<file path="src/rtl/cflog_wr_arbiter.sv">
// CFLog write-port arbiter: serialises branch, loop and SpecCFA entries
// into the log, tracks the write pointer and requests a flush when full.
module cflog_wr_arbiter #(
  parameter logic [15:0] LOG_SIZE = 16'h0100
) (
  input  logic        clk,
  input  logic        puc,
  input  logic        br_req,
  input  logic [15:0] br_src,
  input  logic [15:0] br_dest,
  output logic        br_gnt,
  input  logic        loop_req,
  input  logic [31:0] loop_ctr,
  output logic        loop_gnt,
  input  logic        spec_req,
  input  logic [15:0] spec_id,
  output logic        spec_gnt,
  input  logic        flush_force,
  input  logic        flush_ack,
  output logic        log_wen,
  output logic [15:0] log_wdata,
  output logic [15:0] log_ptr,
  output logic        flush_req,
  output logic        busy
);

  typedef enum logic [1:0] {
    S_IDLE,
    S_WR0,
    S_WR1,
    S_FLUSH
  } state_t;

  typedef enum logic [1:0] {
    SRC_NONE,
    SRC_BR,
    SRC_LOOP,
    SRC_SPEC
  } src_t;

  state_t      r_state;
  src_t        r_src;
  logic [15:0] r_w0;
  logic [15:0] r_w1;
  logic        r_two;
  logic [15:0] r_ptr;

  logic [16:0] w_cap;
  logic [16:0] w_need1;
  logic [16:0] w_need2;
  logic        w_fit1;
  logic        w_fit2;

  // 17-bit sums so a pointer at the top of the range cannot wrap
  assign w_cap   = {1'b0, LOG_SIZE};
  assign w_need1 = {1'b0, r_ptr} + 17'd1;
  assign w_need2 = {1'b0, r_ptr} + 17'd2;
  assign w_fit1  = (w_need1 <= w_cap);
  assign w_fit2  = (w_need2 <= w_cap);

  always_ff @(posedge clk or posedge puc) begin
    if (puc) begin
      r_state <= S_IDLE;
      r_src   <= SRC_NONE;
      r_w0    <= '0;
      r_w1    <= '0;
      r_two   <= 1'b0;
      r_ptr   <= '0;
    end else begin
      unique case (r_state)
        S_IDLE: begin
          if (flush_force) begin
            r_state <= S_FLUSH;
          end else if (br_req) begin
            if (!w_fit2) begin
              r_state <= S_FLUSH;
            end else begin
              r_w0    <= br_src;
              r_w1    <= br_dest;
              r_two   <= 1'b1;
              r_src   <= SRC_BR;
              r_state <= S_WR0;
            end
          end else if (loop_req) begin
            if (!w_fit2) begin
              r_state <= S_FLUSH;
            end else begin
              r_w0    <= loop_ctr[31:16];
              r_w1    <= loop_ctr[15:0];
              r_two   <= 1'b1;
              r_src   <= SRC_LOOP;
              r_state <= S_WR0;
            end
          end else if (spec_req) begin
            if (!w_fit1) begin
              r_state <= S_FLUSH;
            end else begin
              r_w0    <= spec_id;
              r_w1    <= '0;
              r_two   <= 1'b0;
              r_src   <= SRC_SPEC;
              r_state <= S_WR0;
            end
          end
        end
        S_WR0: begin
          r_ptr   <= r_ptr + 16'd1;
          r_state <= r_two ? S_WR1 : S_IDLE;
        end
        S_WR1: begin
          r_ptr   <= r_ptr + 16'd1;
          r_state <= S_IDLE;
        end
        S_FLUSH: begin
          if (flush_ack) begin
            r_ptr   <= '0;
            r_state <= S_IDLE;
          end
        end
        default: r_state <= S_IDLE;
      endcase
    end
  end

  always_comb begin
    log_wen   = 1'b0;
    log_wdata = '0;
    br_gnt    = 1'b0;
    loop_gnt  = 1'b0;
    spec_gnt  = 1'b0;
    flush_req = 1'b0;
    unique case (r_state)
      S_WR0: begin
        log_wen   = 1'b1;
        log_wdata = r_w0;
        spec_gnt  = (r_src == SRC_SPEC);
      end
      S_WR1: begin
        log_wen   = 1'b1;
        log_wdata = r_w1;
        br_gnt    = (r_src == SRC_BR);
        loop_gnt  = (r_src == SRC_LOOP);
      end
      S_FLUSH: flush_req = 1'b1;
      default: ;
    endcase
  end

  assign log_ptr = r_ptr;
  assign busy    = (r_state != S_IDLE);

endmodule

</file>
<file path="config.mk">
export PLATFORM = sky130hd
export DESIGN_NAME = cflog_wr_arbiter
export DESIGN_NICKNAME = d
export VERILOG_FILES = /design/src/rtl/cflog_wr_arbiter.sv
export SDC_FILE = /design/constraint.sdc
export NUM_CORES = 1
export LEC_CHECK = 0
export ABC_CLOCK_PERIOD_IN_PS = 2650
export CAP_MARGIN = 20
export CORE_MARGIN = 10
export CORE_UTILIZATION = 42
export DETAILED_ROUTE_END_ITERATION = 10
export PLACE_DENSITY = 0.77
export SLEW_MARGIN = 20
export SYNTH_ARGS = -nofsm -noshare
export SYNTH_HDL_FRONTEND = slang
export SYNTH_SLANG_ARGS = --single-unit
</file>
<file path="constraint.sdc">
create_clock -name clk -period 2.65 [get_ports clk]
set_input_delay 0.53 -clock clk [delete_from_list [all_inputs] [get_ports clk]]
set_output_delay 0.53 -clock clk [all_outputs]
set_load 0.005 [all_outputs]
</file>
==> impl_metrics.ini, run 1 <==
[worst_setup_path]
critPathSlowestCell = or3_4
worstSetupPathType = register to register
cpPeakStageDelay_ns = 0.43
cp_max_fo = 9
r2r-start = log_ptr[4]$_DFFE_PP0P_
worstPathCellList = or3_4 > a2111oi_4 > o21ai_1 > a221oi_2 > nand3_2 > o21ai_4 > buf_6 > buf_16 > mux2_4
reg2reg_to = r_w1[12]$_DFFE_PP0P_
rrSetupSlack_ns = 0.09
cp-end-kind = register
worstPathRequired_ns = 2.85
ff2ff_path_depth = 9
worstPathArrival_ns = 2.76
start_kind = register

[placed_design]
dpl.hpwl_mm = 9.542
placed_cell_area_sq_mm = 0.005280
port_buffers = 124
gp_congestion = 0.8920
place_worst_setup_slack_ns = -0.01529

[logic_synthesis]
synth_warnings = 0
synth_compound_area_share_pct = 20.37
synth-seq-cells = 53
synth_cell_types = 54
synth_area_sq_mm = 0.003790
seq_area_frac_synth_pct = 35.00
yosys-top-cells-area = dfrtp_1 35%, mux2_4 11%, o21ai_0 4.8%, mux2i_1 4.5%, nand2_1 4.2%
synth.area.mux_share_pct = 17.17
synth_top_family_by_area = compound AO/OA/AOI/OAI gates
synth_fa_ha_area_share_pct = 2.311
syn_nets = 496
yosysTopAreaCellShare_pct = 35.00
synth.avg_cell_area_sq_um = 9.428
synthArstFlopShare_pct = 100.0
synth_xor_area_share_pct = 1.387
synthFlopType = dfrtp_1
synth-edff-count = 0
netlist_instances = 402
synth_simple_gate_area_share_pct = 17.79
yosys.area.top_type = dfrtp_1

[final_layout]
antennaDiodeCount = 0
final_nets = 640
layout_common_cells = 122 x clkdlybuf4s50_1, 50 x dfrtp_1, 42 x nand2_1
layout-drive-gt1-share_pct = 21.02
nFillCells = 729
multi_input_area_sq_mm = 0.002311
areaGrowthSynthToFinish_pct = 47.28
seq_area_sq_mm = 0.001330
layout_commonest_cell = clkdlybuf4s50_1
finalInstanceArea_sq_mm = 0.005582

[global_routing]
top_usage_layer = met2
grt_max_degree = 50
met1_usage_pct = 20.89
grt_use_met2_pct = 30.97
grt_pass1_vias = 3973
met3_usage_pct = 7.604
grt_use_total_pct = 18.38
grt_overflow = 0
grt_pass1_wl_mm = 19.81
antenna_found_initial = 0

[sta]
hold_violations = 0
drv_slew = 0
min_period_over_period_pct = 96.55
slew_headroom_pct = 52.67
timing.final.ws_setup_ns = 0.09136
worst_pin_slew_ns = 0.7092
min_period_ns = 2.559
skew_ns = 0.006320
setup_viol = 0
fmax_mhz = 390.8

[clock_tree]
clock_path_buffers = 2
clk_pin_slew_ns = 0.10
cts-hold-fix-buffers = 0
ctsHtreeMaxLevel = 2
clock-root-buffer = clkbuf_8
cts.sinks = 53
cts_tree = done
numCtsBuffers = 5
clkLatencyLatePin_ns = 0.31

[route]
wl_mm = 12.27
num_vias = 3752
routedWlPerCell_um = 18.74
drt_first_pass_iters = 5
ant_nets = 0
drt_iter0_drc = 174
vias_per_cell = 5.728
drc_errors = 0

[floorplanning]
fp.dieW_um = 115.0
start_util_pct = 43.25
fp.coreArea_sq_mm = 0.008763
io_pins = 125
fp-row-count = 34
die_area_sq_mm = 0.01322
die_height_um = 115.0

[min_path]
hp-class = register to register
hold_path_depth = 2
worstHoldEndpoint = r_two$_DFFE_PP0P_
min_from = r_two$_DFFE_PP0P_

[power_and_ir_drop]
pwr_density_cell_mw_per_mm2 = 815.9
peakVddDrop_uv = 429.1
leakagePower_nw = 2.331

[job]
cap_violations = 0

[run_status]
status = finished clean
sequential cells by signal, indices dropped and copies added, names as in the netlist:
signal   flops
log_ptr     16
r_src        2
r_state      2
r_two        1
r_w0        16
r_w1        16
power breakdown:
| group | switching (mW) | internal [mW] |
|---|---|---|
| clock network | 0.277 | 0.213 |
| logic | 1.12 | 1.56 |
| registers | 0.257 | 1.13 |
| total | 1.66 | 2.90 |
Yosys cell counts (2+ instances only):
master and number:
dfrtp_1 53, nand2_1 42, o21ai_0 36, mux2_4 29, clkbuf_1 28, nor2_1 19, nor2b_1 18, a22oi_1 17
mux2i_1 17, a22o_1 16, a21oi_1 10, nor3_1 10, inv_1 8, nand3_1 8, a31oi_1 7, ha_1 7
nand4_1 7, o41ai_1 7, and3_1 5, xnor2_1 5, mux2_2 4, a31o_2 3, and2_1 3, buf_12 3
o31ai_1 3, a211oi_1 2, buf_6 2, nand2b_1 2, nand3b_1 2, nand4b_1 2, nor4_1 2, o21a_1 2
or3_1 2
per-layer routing:
metal  up-vias  wire length (um)
li1       1762                 -
met1      1805              4873
met2       167              5898
met3        18              1333
met4         0               168
met5         -                 0
stage by stage:
stage	utilization, %	hold slack, ns	power [mW]	TNS, ns	cells
after floorplan	-	0.4817	2.867	0	402
after global placement	60.22	0.4917	3.785	0	635
after detailed placement	60.25	0.4956	3.860	-0.06226	635
after CTS	62.58	0.5236	4.467	-0.2510	651
after global routing	63.69	0.5433	4.847	-0.2637	655
final	63.69	0.5257	4.554	0	655
critical path, delay by kind of cell, from the launching register on:
kind | cells | cell delay [ns]
compound gates | 4 | 0.87
buf+inv | 2 | 0.29
flops | 1 | 0.42
mux | 1 | 0.29
simple gates | 2 | 0.57
cells by family after synthesis:
logic type / count (synthesis)
flops: 53
xor+xnor: 6
simple gates: 131
mux: 50
buf+inv: 43
fa+ha+maj: 7
compound gates: 112
how the worst max path moves through the flow:
stage                                      end                    from  slack, ns  depth (start not counted)
after floorplan           r_w0[10]$_DFFE_PP0P_  log_ptr[3]$_DFFE_PP0P_     0.0009                          9
after global placement     r_w1[9]$_DFFE_PP0P_  log_ptr[3]$_DFFE_PP0P_       0.02                          8
after detailed placement  r_w1[10]$_DFFE_PP0P_  log_ptr[3]$_DFFE_PP0P_      -0.02                          8
after CTS                  r_w0[1]$_DFFE_PP0P_  log_ptr[3]$_DFFE_PP0P_      -0.03                          8
after global routing      r_w1[12]$_DFFE_PP0P_  log_ptr[4]$_DFFE_PP0P_      -0.03                          9
final                     r_w1[12]$_DFFE_PP0P_  log_ptr[4]$_DFFE_PP0P_       0.09                          9
what timing repair did:
action	4_1_cts	5_1_grt
pin swaps	5	9
gates resized for setup	4	20
setup endpoints to repair	50	48
gates cloned	1	0
buffers inserted	7	4
area by class of cell:
cell class	instances	share of cell area, %
Clock buffer	6	1.479
Clock inverter	2	0.2466
Inverter	8	0.5380
Multi-Input combinational cell	306	41.40
Sequential cell	53	23.83
Tap cell	108	2.421
Timing Repair Buffer	172	30.08
Note: power is estimated with default switching activity, not from simulation.
==> inputs of run 2 (changes only) <==
--- a/config.mk
+++ b/config.mk
@@ -11,7 +11,7 @@
 export CORE_UTILIZATION = 42
 export DETAILED_ROUTE_END_ITERATION = 10
 export PLACE_DENSITY = 0.77
-export SLEW_MARGIN = 20
+export SLEW_MARGIN = 0
 export SYNTH_ARGS = -nofsm -noshare
 export SYNTH_HDL_FRONTEND = slang
 export SYNTH_SLANG_ARGS = --single-unit
==> run 2 against run 1 <==
Net effect:
- via count decreased by 1.4%
- flip-flop and latch count unchanged
- largest power group unchanged
- largest cell class unchanged
- sequential share of layout area decreased by 0.29 points
- global-route usage increased by 0.19 points
- critical path depth increased by 1
- die area unchanged
==> impl_metrics.ini, run 2 (synthesis gave the netlist of run 1 again) <==
[run_status]
status = finished clean

[min_path]
hp-class = register to register

[worst_setup_path]
critPathLaunch = log_ptr[4]$_DFFE_PP0P_
worstPathArrival_ns = 2.84
worstPathCellList = buf_4 > buf_4 > a211o_1 > a21oi_2 > nor2_1 > o211ai_1 > nand4_1 > o21ai_4 > bufbuf_16 > mux2_4
cp-end-kind = register
r2r-start = log_ptr[4]$_DFFE_PP0P_
cp_top_family = compound AO/OA/AOI/OAI gates
cp_max_fo = 9
path_common_cell = buf_4
reg2reg_to = r_w1[0]$_DFFE_PP0P_
critPathSlowestCell = dfrtp_1
worstPathRequired_ns = 2.86
cp.depth = 10
critPathCapture = r_w1[0]$_DFFE_PP0P_
cp_num_buf_inv = 3
ff2ff_path_depth = 10
cpPeakStageDelay_ns = 0.44
worstSetupPathType = register to register
rrSetupSlack_ns = 0.02
start_kind = register

[sta]
worst_pin_slew_ns = 0.6692
skew_ns = 0.004712
hold_violations = 0
rsz0062_at_grt = true
worst_hold_slack_ns = 0.5248
fmax_mhz = 379.9
min_period_over_period_pct = 99.32
setup_viol = 0
timing.final.ws_setup_ns = 0.01802
slew_headroom_pct = 55.32
fin_setup_tns_ns = 0
drv_slew = 0
min_period_ns = 2.632

[global_routing]
grt_max_degree = 50
grt_pass1_wl_mm = 20.02
grt_pass1_vias = 4017
antenna_found_initial = 0
grt_use_total_pct = 18.56
grt_overflow = 0

[power_and_ir_drop]
power.switching_mw = 1.702
power_mw = 4.753
peakVddDrop_uv = 450.8
seqPwrFrac_pct = 29.2
clkPwrFrac_pct = 12.0
leakagePower_nw = 2.388
swShare_pct = 35.80
pwr-share-comb_pct = 58.8
internal_power_mw = 3.051
pwr_density_cell_mw_per_mm2 = 842.0

[floorplanning]
die_height_um = 115.0
start_util_pct = 43.25
io_pins = 125
die_area_sq_mm = 0.01322
fp.coreArea_sq_mm = 0.008763
fp.dieW_um = 115.0
fp-row-count = 34

[route]
vias_per_cell = 5.673
routedWlPerCell_um = 19.19
drc_errors = 0
drt_iter0_drc = 197
num_vias = 3699
ant_nets = 0
drt_first_pass_iters = 5
wl_mm = 12.51

[clock_tree]
clkLatencyLatePin_ns = 0.31
cts-hold-fix-buffers = 0
cts.sinks = 53
ctsHtreeMaxLevel = 2
cts_tree = done
numCtsBuffers = 5
clk_pin_slew_ns = 0.10
clock_path_buffers = 2
clock-root-buffer = clkbuf_8

[final_layout]
layout-drive-gt1-share_pct = 20.04
layout_common_cells = 120 x clkdlybuf4s50_1, 51 x dfrtp_1, 42 x nand2_1
areaGrowthSynthToFinish_pct = 48.96
layout_commonest_cell = clkdlybuf4s50_1
finalNonFillerCells = 652
antennaDiodeCount = 0
final_nets = 637
final_util_pct = 64.42
finalInstanceArea_sq_mm = 0.005645

[placed_design]
placed_cell_area_sq_mm = 0.005285
dpl.hpwl_mm = 9.492
dp.cells = 636
port_buffers = 124
gp_congestion = 0.8920
place_worst_setup_slack_ns = -0.007619

[job]
cap_violations = 0
[run 2: changes by cell type in the layout (fill, tap and decap cells not counted), moves of 2 or more]
cell,change
buf_4,-5
clkdlybuf4s50_1,-2
dlymetal6s2s_1,+2
ha_1,-2
mux2_2,-3
mux2_4,+3
nor2_1,+2
nor2_2,-2
[run 2: routing by layer]
layer	track usage, %	wire, um	vias up
li1	-	-	1753
met4	3.548	91	0
met2	32.47	6254	161
met3	8.281	1379	7
met1	20.41	4789	1778
met5	0	0	-
[run 2: worst min path at each step]
| stage | startpoint | to | slack, ns | depth (start not counted) |
|---|---|---|---|---|
| floorplan | r_w1[10]$_DFFE_PP0P_ | r_w1[10]$_DFFE_PP0P_ | 0.48 | 1 |
| global placement | r_w1[8]$_DFFE_PP0P_ | r_w1[8]$_DFFE_PP0P_ | 0.49 | 1 |
| detailed placement | r_w0[5]$_DFFE_PP0P_ | r_w0[5]$_DFFE_PP0P_ | 0.50 | 1 |
| CTS | r_two$_DFFE_PP0P_ | r_two$_DFFE_PP0P_ | 0.52 | 2 |
| global route | r_w0[15]$_DFFE_PP0P_ | r_w0[15]$_DFFE_PP0P_ | 0.55 | 1 |
| finish | r_two$_DFFE_PP0P_ | r_two$_DFFE_PP0P_ | 0.52 | 2 |
[run 2: what timing repair did]
item,in CTS,in global routing
gates resized for setup,9,18
gates cloned,2,1
setup endpoints to repair,50,48
setup buffers,5,0
pin swaps,9,1
[run 2: final cells by class]
type / count / area, sq um
Fill cell: 700 / 3118
Multi-Input combinational cell: 306 / 2326
Timing Repair Buffer: 169 / 1713
Sequential cell: 53 / 1329
Tap cell: 108 / 135.1
Clock buffer: 5 / 68.82
Clock inverter: 3 / 43.79
Inverter: 8 / 30.03
[run 2: power by group through the flow]
stage	clock network [mW]	logic, mW	registers (mW)
after floorplan	0	1.57	1.29
after global placement	0	2.42	1.36
after detailed placement	0	2.49	1.37
after CTS	0.575	2.70	1.37
after global routing	0.603	3.01	1.42
final	0.569	2.79	1.39
[run 2: tightest hold or removal path, cell delays in order, from the launching register on]
cell,delay (ns)
dfrtp_1,0.39
inv_1,0.05
a21oi_1,0.05
